<file path="src/rtl/mem_arbiter.sv">
// rtl/mem_arbiter.sv - two-to-one I/D cache arbiter for a shared slow_memory port (ARB_RR_EN selects round-robin ties)
module mem_arbiter #(
  parameter int CNT_W = 16
) (
  input  logic               clk,
  input  logic               rst_n,
  input  logic               mem_read_I,
  input  logic               mem_write_I,
  input  logic [27:0]        mem_addr_I,
  input  logic [127:0]       mem_wdata_I,
  output logic [127:0]       mem_rdata_I,
  output logic               mem_ready_I,
  input  logic               mem_read_D,
  input  logic               mem_write_D,
  input  logic [27:0]        mem_addr_D,
  input  logic [127:0]       mem_wdata_D,
  output logic [127:0]       mem_rdata_D,
  output logic               mem_ready_D,
  output logic               mem_read,
  output logic               mem_write,
  output logic [27:0]        mem_addr,
  output logic [127:0]       mem_wdata,
  input  logic [127:0]       mem_rdata,
  input  logic               mem_ready,
  output logic [CNT_W-1:0]   wait_cnt_I,
  output logic [CNT_W-1:0]   wait_cnt_D
);

  typedef enum logic [1:0] {
    IDLE  = 2'd0,
    GNT_I = 2'd1,
    GNT_D = 2'd2,
    GAP   = 2'd3
  } state_t;

  localparam logic [CNT_W-1:0] CNT_ONE = {{(CNT_W-1){1'b0}}, 1'b1};
  localparam logic [CNT_W-1:0] CNT_MAX = {CNT_W{1'b1}};

  state_t state;
  state_t state_nxt;

  logic req_i;
  logic req_d;
  logic tie_to_i;

  assign req_i = mem_read_I | mem_write_I;
  assign req_d = mem_read_D | mem_write_D;

  // Read data is broadcast; each cache qualifies it with its own ready.
  assign mem_rdata_I = mem_rdata;
  assign mem_rdata_D = mem_rdata;

`ifdef ARB_RR_EN
  logic last_i;

  // A tie goes to whichever cache did not own the port most recently.
  assign tie_to_i = ~last_i;

  // Remember the owner on every entry into a grant state; reset favours D next.
  always_ff @(posedge clk) begin
    if (!rst_n) begin
      last_i <= 1'b1;
    end else if (state == IDLE && state_nxt != IDLE) begin
      last_i <= (state_nxt == GNT_I);
    end
  end
`else
  // Fixed priority: D always wins a tie.
  assign tie_to_i = 1'b0;
`endif

  // State register.
  always_ff @(posedge clk) begin
    if (!rst_n) begin
      state <= IDLE;
    end else begin
      state <= state_nxt;
    end
  end

  // Next-state selection and memory-side muxing for the current owner.
  always_comb begin
    state_nxt   = state;
    mem_read    = 1'b0;
    mem_write   = 1'b0;
    mem_addr    = 28'd0;
    mem_wdata   = 128'd0;
    mem_ready_I = 1'b0;
    mem_ready_D = 1'b0;
    case (state)
      IDLE: begin
        if (req_i && req_d) begin
          state_nxt = tie_to_i ? GNT_I : GNT_D;
        end else if (req_i) begin
          state_nxt = GNT_I;
        end else if (req_d) begin
          state_nxt = GNT_D;
        end
      end
      GNT_I: begin
        mem_read    = mem_read_I;
        mem_write   = mem_write_I;
        mem_addr    = mem_addr_I;
        mem_wdata   = mem_wdata_I;
        mem_ready_I = mem_ready;
        if (mem_ready) begin
          state_nxt = GAP;
        end else if (!req_i) begin
          state_nxt = IDLE;
        end
      end
      GNT_D: begin
        mem_read    = mem_read_D;
        mem_write   = mem_write_D;
        mem_addr    = mem_addr_D;
        mem_wdata   = mem_wdata_D;
        mem_ready_D = mem_ready;
        if (mem_ready) begin
          state_nxt = GAP;
        end else if (!req_d) begin
          state_nxt = IDLE;
        end
      end
      GAP: begin
        state_nxt = IDLE;
      end
      default: begin
        state_nxt = IDLE;
      end
    endcase
  end

  // Saturating wait counters: a cycle spent requesting without owning the port.
  always_ff @(posedge clk) begin
    if (!rst_n) begin
      wait_cnt_I <= '0;
      wait_cnt_D <= '0;
    end else begin
      if (req_i && state != GNT_I && wait_cnt_I != CNT_MAX) begin
        wait_cnt_I <= wait_cnt_I + CNT_ONE;
      end
      if (req_d && state != GNT_D && wait_cnt_D != CNT_MAX) begin
        wait_cnt_D <= wait_cnt_D + CNT_ONE;
      end
    end
  end

endmodule

</file>
<file path="config.mk">
export PLATFORM = sky130hd
export DESIGN_NAME = mem_arbiter
export DESIGN_NICKNAME = d
export VERILOG_FILES = /design/src/rtl/mem_arbiter.sv
export SDC_FILE = /design/constraint.sdc
export NUM_CORES = 1
export LEC_CHECK = 0
export BUFFER_PORTS_ARGS = -buffer_cell sky130_fd_sc_hd__clkbuf_2
export CAP_MARGIN = 20
export CORE_AREA = 5 5 349 351
export CTS_CLUSTER_DIAMETER = 40
export CTS_CLUSTER_SIZE = 8
export DETAILED_ROUTE_END_ITERATION = 6
export DIE_AREA = 0 0 354 356
export PLACE_DENSITY_LB_ADDON = 0.2
export SLEW_MARGIN = 40
export SYNTH_ARGS = -nofsm -noshare
export SYNTH_HDL_FRONTEND = slang
export SYNTH_SLANG_ARGS = --single-unit
</file>
<file path="constraint.sdc">
create_clock -name clk -period 2.85 [get_ports clk]
set_input_delay 0.1425 -clock clk [delete_from_list [all_inputs] [get_ports clk]]
set_output_delay 0.1425 -clock clk [all_outputs]
set_load 0.01 [all_outputs]
</file>
==> run metrics, run 1 <==
RSZ-0062 raised after global routing no; Rows 127; startpoint types flop; Mapped Nets 1,302; DRC Markers 0; share of cells above drive strength 1 0.509; synth top area cells buf_4 31%, a22oi_1 19%, nor2b_1 16%; Non-Filler Instances 2,615; vias per cell 2.64; Setup CP Type flop to primary output; htree depth 2; CTS tree done; static leakage 3.38 nW; post-layout minimum cycle time 2440 ps; Worst Path Max Fanout 47; status completed; Layout area overhead 44.7%; fillers 14,000; crit path cell chain inv_1 > ha_4 > buf_4 > a22oi_1 > nor2b_1 > clkbuf_2; Initial Utilization 0.0519; Syn Area/Cell 7.25 um^2; post-synth top area cell buf_4; synthesized area 0.00616 mm^2; Routed WL 40,800 um; hold path cells 0; top-area cell type share of the netlist area 0.312; Root Buffer clkbuf_16; Hold WC Path Type primary input to primary output; initial antenna violation count 2; number of cells upsized or downsized after cts 0; max-cap viol count 0; Yosys cell types 44; Worst R2R Path Depth 6; clock buffer count from CTS 5; Slew headroom 0.506; Mapped Cells 850; Chip Width about 350 um; async set-or-reset flop fraction in the synthesized netlist 0; # IOs 895; register bit total from synthesis 34; Die Y 356 um; Max Fclk 409 MHz; vias around 7,000; total gr overflow 0; Power Dens Cells 468 mW/mm^2; Max Slew Vio Count 0; GP Congestion approximately 0.75; first-pass GRT wire length 54,700 um; Main synth FF type dfxtp_1; slew at the pin closest to its max-slew limit 742 ps; core area 0.119 mm^2; Placed Cells 2,606; fin nets 1,517; 1st-iter DRT viols 448; Slowest-stage cell, CP buf_4; Synth Warn # 0; total power 4.18 mW; Setup crit end kind primary output; PortBufs 510; Max Root-Sink Buffers 2; largest net degree at the start of global routing 115; Worst Skew 6.79 ps; post-synthesis sequential area ratio 0.110; Critical Path RT roughly 2700 ps; Routed wire per std cell 15.6 um; die footprint 0.126 mm^2; Clock Sinks 34; crit path DAT 2300 ps; Final Hold Violating Endpoints 0; slowest stage delay, CP 510 ps; cts hold-fix bufs 0; post-CTS setup buffer count 0; CTS clk-pin slew, worst paths 60 ps; Max IR drop VDD 0.553 mV; period utilisation layout 0.858; Post-DP HPWL between 30,000 and 40,000 um; endpoints failing setup 0; Pre-antenna DRT Iters 5; Detail Route Antenna Nets 0; vias in the first global route around 7,000; EDFF count, synth 0; clk_lat worst skew 290 ps; gr usage total 0.0591; Sum Neg Setup Slack 0 ps
==> cells in the final DEF, fill, tap and decap left out, drive strengths merged, types with 2 or more instances in the layout <==
cell type    n
clkbuf     516
nor2b      159
a22oi      158
dfxtp       34
a21oi       24
nand2       22
buf         15
nand3       13
o21ai       11
nand4       11
mux2i        9
nor3         9
or4          9
nor2         8
nand2b       8
inv          7
o31ai        6
nor4         6
a211oi       5
ha           5
or3          3
and4         3
o41ai        3
a31oi        3
and2         2
and3         2
nor4bb       2
bufinv       2
o21bai       2
==> critical path, delay by kind of cell (launching register included) <==
kind	cells	cell delay (ps)
and+or+nand+nor	1	230
buffers and inverters	3	820
AOI/OAI and AO/OA	1	350
adders and majority gates	1	170
DFF	1	340
==> synthesized netlist by cell type, drive strengths merged, types with 5 or more instances <==
library cell	instances
nand2	22
nand2b	8
o31ai	6
nor2b	159
or4	9
a22oi	158
o21ai	11
a211oi	5
mux2i	9
a21oi	24
nand4	11
nor4	6
buf	261
nor3	9
dfxtp	34
clkbuf	56
nor2	8
ha	5
nand3	13
inv	7
==> cells by family after synthesis <==
family                     count (synthesis)  share of synthesized area
and+or+nand+nor                          260                      0.256
buffers and inverters                    324                      0.355
AOI/OAI and AO/OA                        218                      0.254
adders and majority gates                  5                     0.0102
muxes                                      9                     0.0146
DFF                                       34                      0.110
==> power by group <==
part	total, mW	switching [mW]	internal [mW]	leakage [nW]
clock network	0.755	0.229	0.526	0.0971
logic	2.89	1.67	1.22	3.01
registers	0.530	0.0321	0.498	0.275
total	4.18	1.93	2.24	3.38
==> cell type report <==
type | count | area [um^2] | area share
inverters | 7 | 26.3 | 0.00295
clock buffers | 6 | 139 | 0.0156
repair buffers | 525 | 2740 | 0.307
flip-flops and latches | 34 | 681 | 0.0763
multi-input cells | 492 | 3330 | 0.374
well taps | 1548 | 1940 | 0.217
clock inverters | 2 | 60.1 | 0.00673
diodes | 1 | 2.50 | 0.000281
==> layer usage <==
layer  vias up  GRT usage  share of wire
met5         -          0              0
met2       459     0.0921           0.45
met3       111     0.0228           0.11
met1      3156     0.0746           0.41
li1       3180          -              -
met4         0     0.0201          0.033
==> sequential cells by signal, indices dropped and copies added, names as in the netlist <==
signal	cells
wait_cnt_D	16
wait_cnt_I	16
state	2
==> per-stage QoR <==
step           cell area (um^2)  hold slack [ps]  utilization  setup slack (ps)
2_1_floorplan              6160              298            -               801
3_3_place_gp               8720              285       0.0734               543
3_5_place_dp               8720              285       0.0734               589
4_1_cts                    8920              285       0.0751               276
5_1_grt                    8920              285       0.0751               190
6_report                   8920              285       0.0751               406
==> final timing paths <==
check | end | start | slack [ps]
hold / removal | mem_rdata_D[50] | mem_rdata[50] | 290
setup reg to reg | wait_cnt_I[14] | state[1] | 640
setup / recovery | mem_wdata[118] | state[1] | 410
hold reg to reg | wait_cnt_D[6] | wait_cnt_D[6] | 520
No activity file was read; power rests on OpenSTA's default activity.
==> run 2: changes to the inputs <==
Settings changed: REMOVE_ABC_BUFFERS from default to 1.
==> run metrics, run 2 (synthesis gave the netlist of run 1 again) <==
status completed (unchanged); first-pass GRT wire length 91,700 um (was 54,700 um); FF-to-FF End wait_cnt_D[15] (was wait_cnt_I[14]); Setup CP Type flop to primary output (unchanged); CTS clk-pin slew, worst paths 60 ps (about the same); Final Hold Violating Endpoints 0 (unchanged); initial antenna violation count 20 (was 2); CTS tree done (unchanged); post-layout minimum cycle time 2380 ps (was 2440 ps); slew at the pin closest to its max-slew limit 663 ps (was 742 ps); net switching power figure 1.79 mW (was 1.93 mW); slowest stage delay, CP 370 ps (was 510 ps); Placed Cells 2,612 (was 2,606); Reg power frac 0.139 (was 0.127); post-CTS setup buffer count 0 (unchanged); Gate power share 0.717 (was 0.692); period utilisation layout 0.833 (was 0.858); crit path DAT 2230 ps (was 2300 ps); fillers 14,100 (was 14,000); Worst Path Max Fanout 67 (was 47); htree depth 2 (unchanged); FF/Latch Area 681 um^2 (unchanged); Hold WC Path Type primary input to primary output (unchanged); Slowest-stage cell, CP ha_4 (was buf_4); startpoint types flop (unchanged); Power Dens Cells 433 mW/mm^2 (was 468 mW/mm^2); vias per cell 2.89 (was 2.64); Max Root-Sink Buffers 2 (unchanged); Slew headroom 0.558 (was 0.506); fin nets 1,523 (was 1,517); Critical Path RT 2710 ps (about the same); 1st-iter DRT viols 505 (was 448); number of cells upsized or downsized after cts 0 (unchanged); Largest regs wait_cnt_D (16), wait_cnt_I (16), state (2) (unchanged); Clock power frac 0.144 (was 0.181); Clock Sinks 34 (unchanged); Rows 127 (unchanged); GP Congestion 0.779 (was 0.755); PortBufs 510 (unchanged); Root Buffer clkbuf_16 (unchanged); clk_lat worst skew 280 ps (was 290 ps); endpoints failing setup 0 (unchanged); vias 7,573 (was 6,906); Post-DP HPWL 61,300 um (was 34,200 um); CP delay by family, top buffers and inverters (unchanged); Critical Path Start state[0] (was state[1]); core area 0.119 mm^2 (unchanged); max-cap viol count 0 (unchanged); Pre-antenna DRT Iters 4 (was 5); Die Y 356 um (unchanged); Non-Filler Instances 2,622 (was 2,615); Max Slew Vio Count 0 (unchanged); WP buf/inv 3 (unchanged); crit path cell chain inv_1 > ha_4 > buf_12 > a22oi_1 > nor2b_1 > clkbuf_2 (was inv_1 > ha_4 > buf_4 > a22oi_1 > nor2b_1 > clkbuf_2); Initial Utilization 0.0519 (unchanged); Detail Route Antenna Nets 0 (unchanged); Sw Share 0.466 (was 0.463); Setup crit end kind primary output (unchanged); static leakage 3.37 nW (was 3.38 nW); die footprint 0.126 mm^2 (unchanged); largest net degree at the start of global routing 80 (was 115); Multi-input gate area 0.00333 mm^2 (unchanged); total gr overflow 0 (unchanged); Worst Skew 8.15 ps (was 6.79 ps); commonest non-fill, non-tap cells in the layout 510 x clkbuf_2, 159 x nor2b_1, 158 x a22oi_1, 34 x dfxtp_1, 24 x a21oi_1 (unchanged); clock buffer count from CTS 5 (unchanged); Layout area overhead 44.0% (was 44.7%); gr usage total 0.113 (was 0.0591); cts hold-fix bufs 0 (unchanged); # IOs 895 (unchanged); RSZ-0062 raised after global routing no (unchanged); Max IR drop VDD 0.364 mV (was 0.553 mV); DRC Markers 0 (unchanged); Pint 2.05 mW (was 2.24 mW); Placed Area 0.00872 mm^2 (about the same); FF-to-FF Start state[0] (was state[1]); share of cells above drive strength 1 0.511 (was 0.509); Worst Setup EP mem_wdata[1] (was mem_wdata[118]); cell count along the critical path 6 (unchanged); Chip Width 354 um (unchanged); Max Fclk 421 MHz (was 409 MHz); Routed WL 75,500 um (was 40,800 um); total power 3.84 mW (was 4.18 mW); Routed wire per std cell 28.8 um (was 15.6 um); most common cell after layout, fill and taps aside clkbuf_2 (unchanged); vias in the first global route 7,430 (was 7,013); Reg2Reg Setup Slack 600 ps (was 640 ps); Worst R2R Path Depth 6 (unchanged); Finished Cell Area 0.00887 mm^2 (was 0.00892 mm^2)
run 2: cell count changes in the layout (fill, tap and decap cells not counted):
| cell | previous run | this run |
|---|---|---|
| diode_2 | 1 | 4 |
| buf_4 | 9 | 18 |
| bufinv_16 | 2 | 0 |
| buf_12 | 6 | 3 |
run 2: through the flow:
stage	TNS, ps	util	setup WS [ps]	hold slack [ps]
2_1_floorplan	-214450	-	-1470	281
3_3_place_gp	0	0.0735	602	289
3_5_place_dp	0	0.0735	599	289
4_1_cts	0	0.0747	431	289
5_1_grt	0	0.0747	377	285
6_report	0	0.0748	475	286
run 2: layer usage:
metal | GRT usage | vias up | wire length [um]
met2 | 0.132 | 863 | 24900
met1 | 0.138 | 3408 | 32100
met4 | 0.0198 | 25 | 1110
li1 | - | 3188 | -
met5 | 0.0688 | - | 1200
met3 | 0.112 | 89 | 16300
run 2: how the worst min path moves through the flow:
stage                   startpoint                to  cells past startpoint
floorplan                    rst_n     wait_cnt_D[6]                      2
global placement      mem_rdata[0]    mem_rdata_D[0]                      0
detailed placement    mem_rdata[0]    mem_rdata_D[0]                      0
CTS                   mem_rdata[0]    mem_rdata_D[0]                      0
global route        mem_rdata[115]  mem_rdata_D[115]                      0
finish              mem_rdata[115]  mem_rdata_D[115]                      0
run 2: layout make-up:
cell class / count / share of cell area
multi-input combinational: 492 / 0.376
timing repair buffer: 531 / 0.310
tap: 1548 / 0.218
sequential: 34 / 0.0767
clock buffer: 6 / 0.0157
inverter: 7 / 0.00296
antenna: 4 / 0.00113
run 2: power by group through the flow:
stage,logic [mW],clock network (mW),registers (mW)
after CTS,2.81,0.581,0.534
after global routing,3.01,0.594,0.538
after detailed placement,2.80,0,0.544
after global placement,2.86,0,0.544
after floorplan,1.59,0,0.537
final,2.75,0.554,0.533
==> run 3: changes to the inputs <==
Settings changed: ABC_AREA from default to 1.
Clock period 2.85 ns to 2.08 ns, I/O delays scaled along.
==> run metrics, run 3 <==
status completed (unchanged); most common cell after layout, fill and taps aside clkbuf_2 (unchanged); Gate power share 0.753 (was 0.717); vias in the first global route 8,833 (was 7,430); Reg2Reg Setup Slack 150 ps (was 600 ps); Placed Cells 2,903 (was 2,612); largest net degree at the start of global routing 46 (was 80); dpl ws 113 ps (was 599 ps); Placed Area 0.00901 mm^2 (was 0.00872 mm^2); # IOs 895 (unchanged); share of cells above drive strength 1 0.442 (was 0.511); PortBufs 510 (unchanged); synth top area cells buf_4 31%, nand2_1 24%, a21oi_1 15% (was buf_4 31%, a22oi_1 19%, nor2b_1 16%); Pre-antenna DRT Iters 5 (was 4); Yosys cell types 24 (was 44); static leakage 4.03 nW (was 3.37 nW); Worst Skew 4.50 ps (was 8.15 ps); Reg power frac 0.117 (was 0.139); hold path cells 0 (unchanged); core area 0.119 mm^2 (unchanged); Sw Share 0.541 (was 0.466); Clock Sinks 34 (unchanged); Setup crit end kind primary output (unchanged); Max Root-Sink Buffers 2 (unchanged); synth cell count leaders 402 x nand2_1, 258 x buf_4, 184 x a21oi_1 (was 256 x buf_4, 159 x nor2b_1, 158 x a22oi_1); Max Slew Vio Count 0 (unchanged); Synth Warn # 0 (unchanged); post-layout minimum cycle time 2050 ps; FF-to-FF Start state[1] (was state[0]); hold_ws 208 ps (was 286 ps); Post-DP HPWL 72,100 um (was 61,300 um); Critical Path RT 1980 ps (was 2710 ps); htree depth 2 (unchanged); FF-to-FF End wait_cnt_I[11] (was wait_cnt_D[15]); Hold WC Path Type primary input to primary output (unchanged); Die Y 356 um (unchanged); Chip Width 354 um (unchanged); Setup CP Type flop to primary output (unchanged); clk_lat worst skew 300 ps (was 280 ps); post-synth top area cell buf_4 (unchanged); Pint 2.89 mW (was 2.05 mW); EDFF count, synth 0 (unchanged); Largest regs wait_cnt_D (16), wait_cnt_I (16), state (2) (unchanged); Root Buffer clkbuf_16 (unchanged); CTS tree done (unchanged); period utilisation layout 0.983; slew at the pin closest to its max-slew limit 457 ps (was 663 ps); Max IR drop VDD 0.293 mV (was 0.364 mV); Clock power frac 0.130 (was 0.144); Power Dens Cells 665 mW/mm^2 (was 433 mW/mm^2); Finished Core Util 0.0799 (was 0.0748); Main synth FF type dfxtp_1 (unchanged); Initial Utilization 0.0528 (was 0.0519); initial antenna violation count 15 (was 20); fillers 14,200 (was 14,100); fin nets 1,829 (was 1,523); net switching power figure 3.41 mW (was 1.79 mW); Worst Path Max Fanout 32 (was 67); RSZ-0062 raised after global routing yes (was no); CTS clk-pin slew, worst paths 60 ps (about the same); cts hold-fix bufs 0 (unchanged); Mapped Cells 1,122 (was 850); Worst Setup Slack, final 34.4 ps (was 475 ps); Non-Filler Instances 2,934 (was 2,622); gr usage total 0.133 (was 0.113); max-cap viol count 0 (unchanged); Routed WL 88,000 um (was 75,500 um); GP Congestion 0.878 (was 0.779); HP Start mem_rdata[17] (was mem_rdata[115]); post-synthesis sequential area ratio 0.109 (was 0.110); DRC Markers 0 (unchanged); most frequent cell after synthesis nand2_1 (was buf_4); Routed wire per std cell 30.0 um (was 28.8 um); synthesized area 0.00626 mm^2 (was 0.00616 mm^2); Detail Route Antenna Nets 0 (unchanged); Layout area overhead 51.4% (was 44.0%); endpoints failing setup 0 (unchanged); total gr overflow 0 (unchanged); WHS Endpoint mem_rdata_D[17] (was mem_rdata_D[115]); vias per cell 3.01 (was 2.89); clock buffer count from CTS 5 (unchanged); Max Fclk around 490 MHz; startpoint types flop (unchanged); Rows 127 (unchanged); Finished Cell Area 0.00948 mm^2 (was 0.00887 mm^2); Sum Neg Setup Slack 0 ps (unchanged); die footprint 0.126 mm^2 (unchanged); vias 8,839 (was 7,573); first-pass GRT wire length 107,000 um (was 91,700 um); crit path DAT 1940 ps (was 2230 ps); Final Hold Violating Endpoints 0 (unchanged); Worst R2R Path Depth 10 (was 6); register bit total from synthesis 34 (unchanged); Slew headroom 0.695 (was 0.558); 1st-iter DRT viols 519 (was 505); async set-or-reset flop fraction in the synthesized netlist 0 (unchanged); top-area cell type share of the netlist area 0.309 (was 0.312); total power 6.30 mW (was 3.84 mW); Syn Area/Cell 5.58 um^2 (was 7.25 um^2); commonest non-fill, non-tap cells in the layout 509 x clkbuf_2, 400 x nand2_1, 173 x a21oi_1, 69 x nor2_1, 41 x nand3_1 (was 510 x clkbuf_2, 159 x nor2b_1, 158 x a22oi_1, 34 x dfxtp_1, 24 x a21oi_1)
[run 3: changes by cell type in the layout (fill, tap and decap cells not counted), sizes merged, moves of 30 or more]
cell | before | now
nor2b | 159 | 0
buf | 21 | 53
a21oi | 24 | 184
nand2 | 22 | 404
inv | 7 | 41
nand3 | 13 | 43
nor2 | 8 | 81
a22oi | 158 | 0
[run 3: critical path, stage by stage (launching register included)]
cell	delay, ps
dfxtp_1	370
inv_1	110
ha_2	430
inv_12	110
buf_4	220
a21oi_2	180
clkbuf_2	180
[run 3: cells by family (layout without fill, tap and decap cells)]
group / after synthesis / after routing / synth area share
flops: 34 / 34 / 0.109
buf+inv: 358 / 614 / 0.379
other cells: 0 / 8 / 0
compound gates: 188 / 188 / 0.150
xor+xnor: 1 / 1 / 0.00140
fa+ha+maj: 5 / 5 / 0.00999
simple gates: 536 / 536 / 0.351
[run 3: worst max-delay path by stage]
stage | slack [ps] | depth (start not counted) | from | to
final | 30 | 6 | state[0] | mem_wdata[56]
after global routing | -30 | 6 | state[0] | mem_wdata[54]
after CTS | -5 | 6 | state[0] | mem_wdata[56]
after detailed placement | 110 | 6 | state[0] | mem_wdata[31]
after global placement | 110 | 6 | state[0] | mem_wdata[31]
after floorplan | -2340 | 9 | state[0] | wait_cnt_D[8]
[run 3: layer usage]
layer / track usage / vias up / share of wire
li1: - / 3793 / -
met1: 0.155 / 3924 / 0.41
met2: 0.160 / 1014 / 0.34
met3: 0.136 / 75 / 0.22
met4: 0.0221 / 33 / 0.012
met5: 0.0927 / - / 0.018
[run 3: what timing repair did]
action                                  CTS  global route
pin swaps                                 2             2
endpoints found under the hold margin     0             0
setup buffers                             5             6
endpoints found under the setup margin  149            56
cloned                                    2             2
resized for setup                        20             6
[run 3: layout make-up]
type                       count  area (um^2)  area share
sequential                    34          681      0.0718
timing repair buffer         565         3220       0.340
clock buffer                   7          143      0.0150
inverter                      41          166      0.0176
tap                         1548         1940       0.204
antenna                        8         20.0     0.00211
multi-input combinational    730         3310       0.349
clock inverter                 1         5.00    0.000528
[run 3: power by group through the flow]
| stage | clock (mW) | sequential (mW) | combinational, mW |
|---|---|---|---|
| after detailed placement | 0 | 0.748 | 4.45 |
| final | 0.820 | 0.735 | 4.75 |
| after floorplan | 0 | 0.745 | 1.94 |
| after global routing | 0.885 | 0.738 | 5.21 |
| after global placement | 0 | 0.749 | 4.50 |
| after CTS | 0.871 | 0.733 | 4.80 |
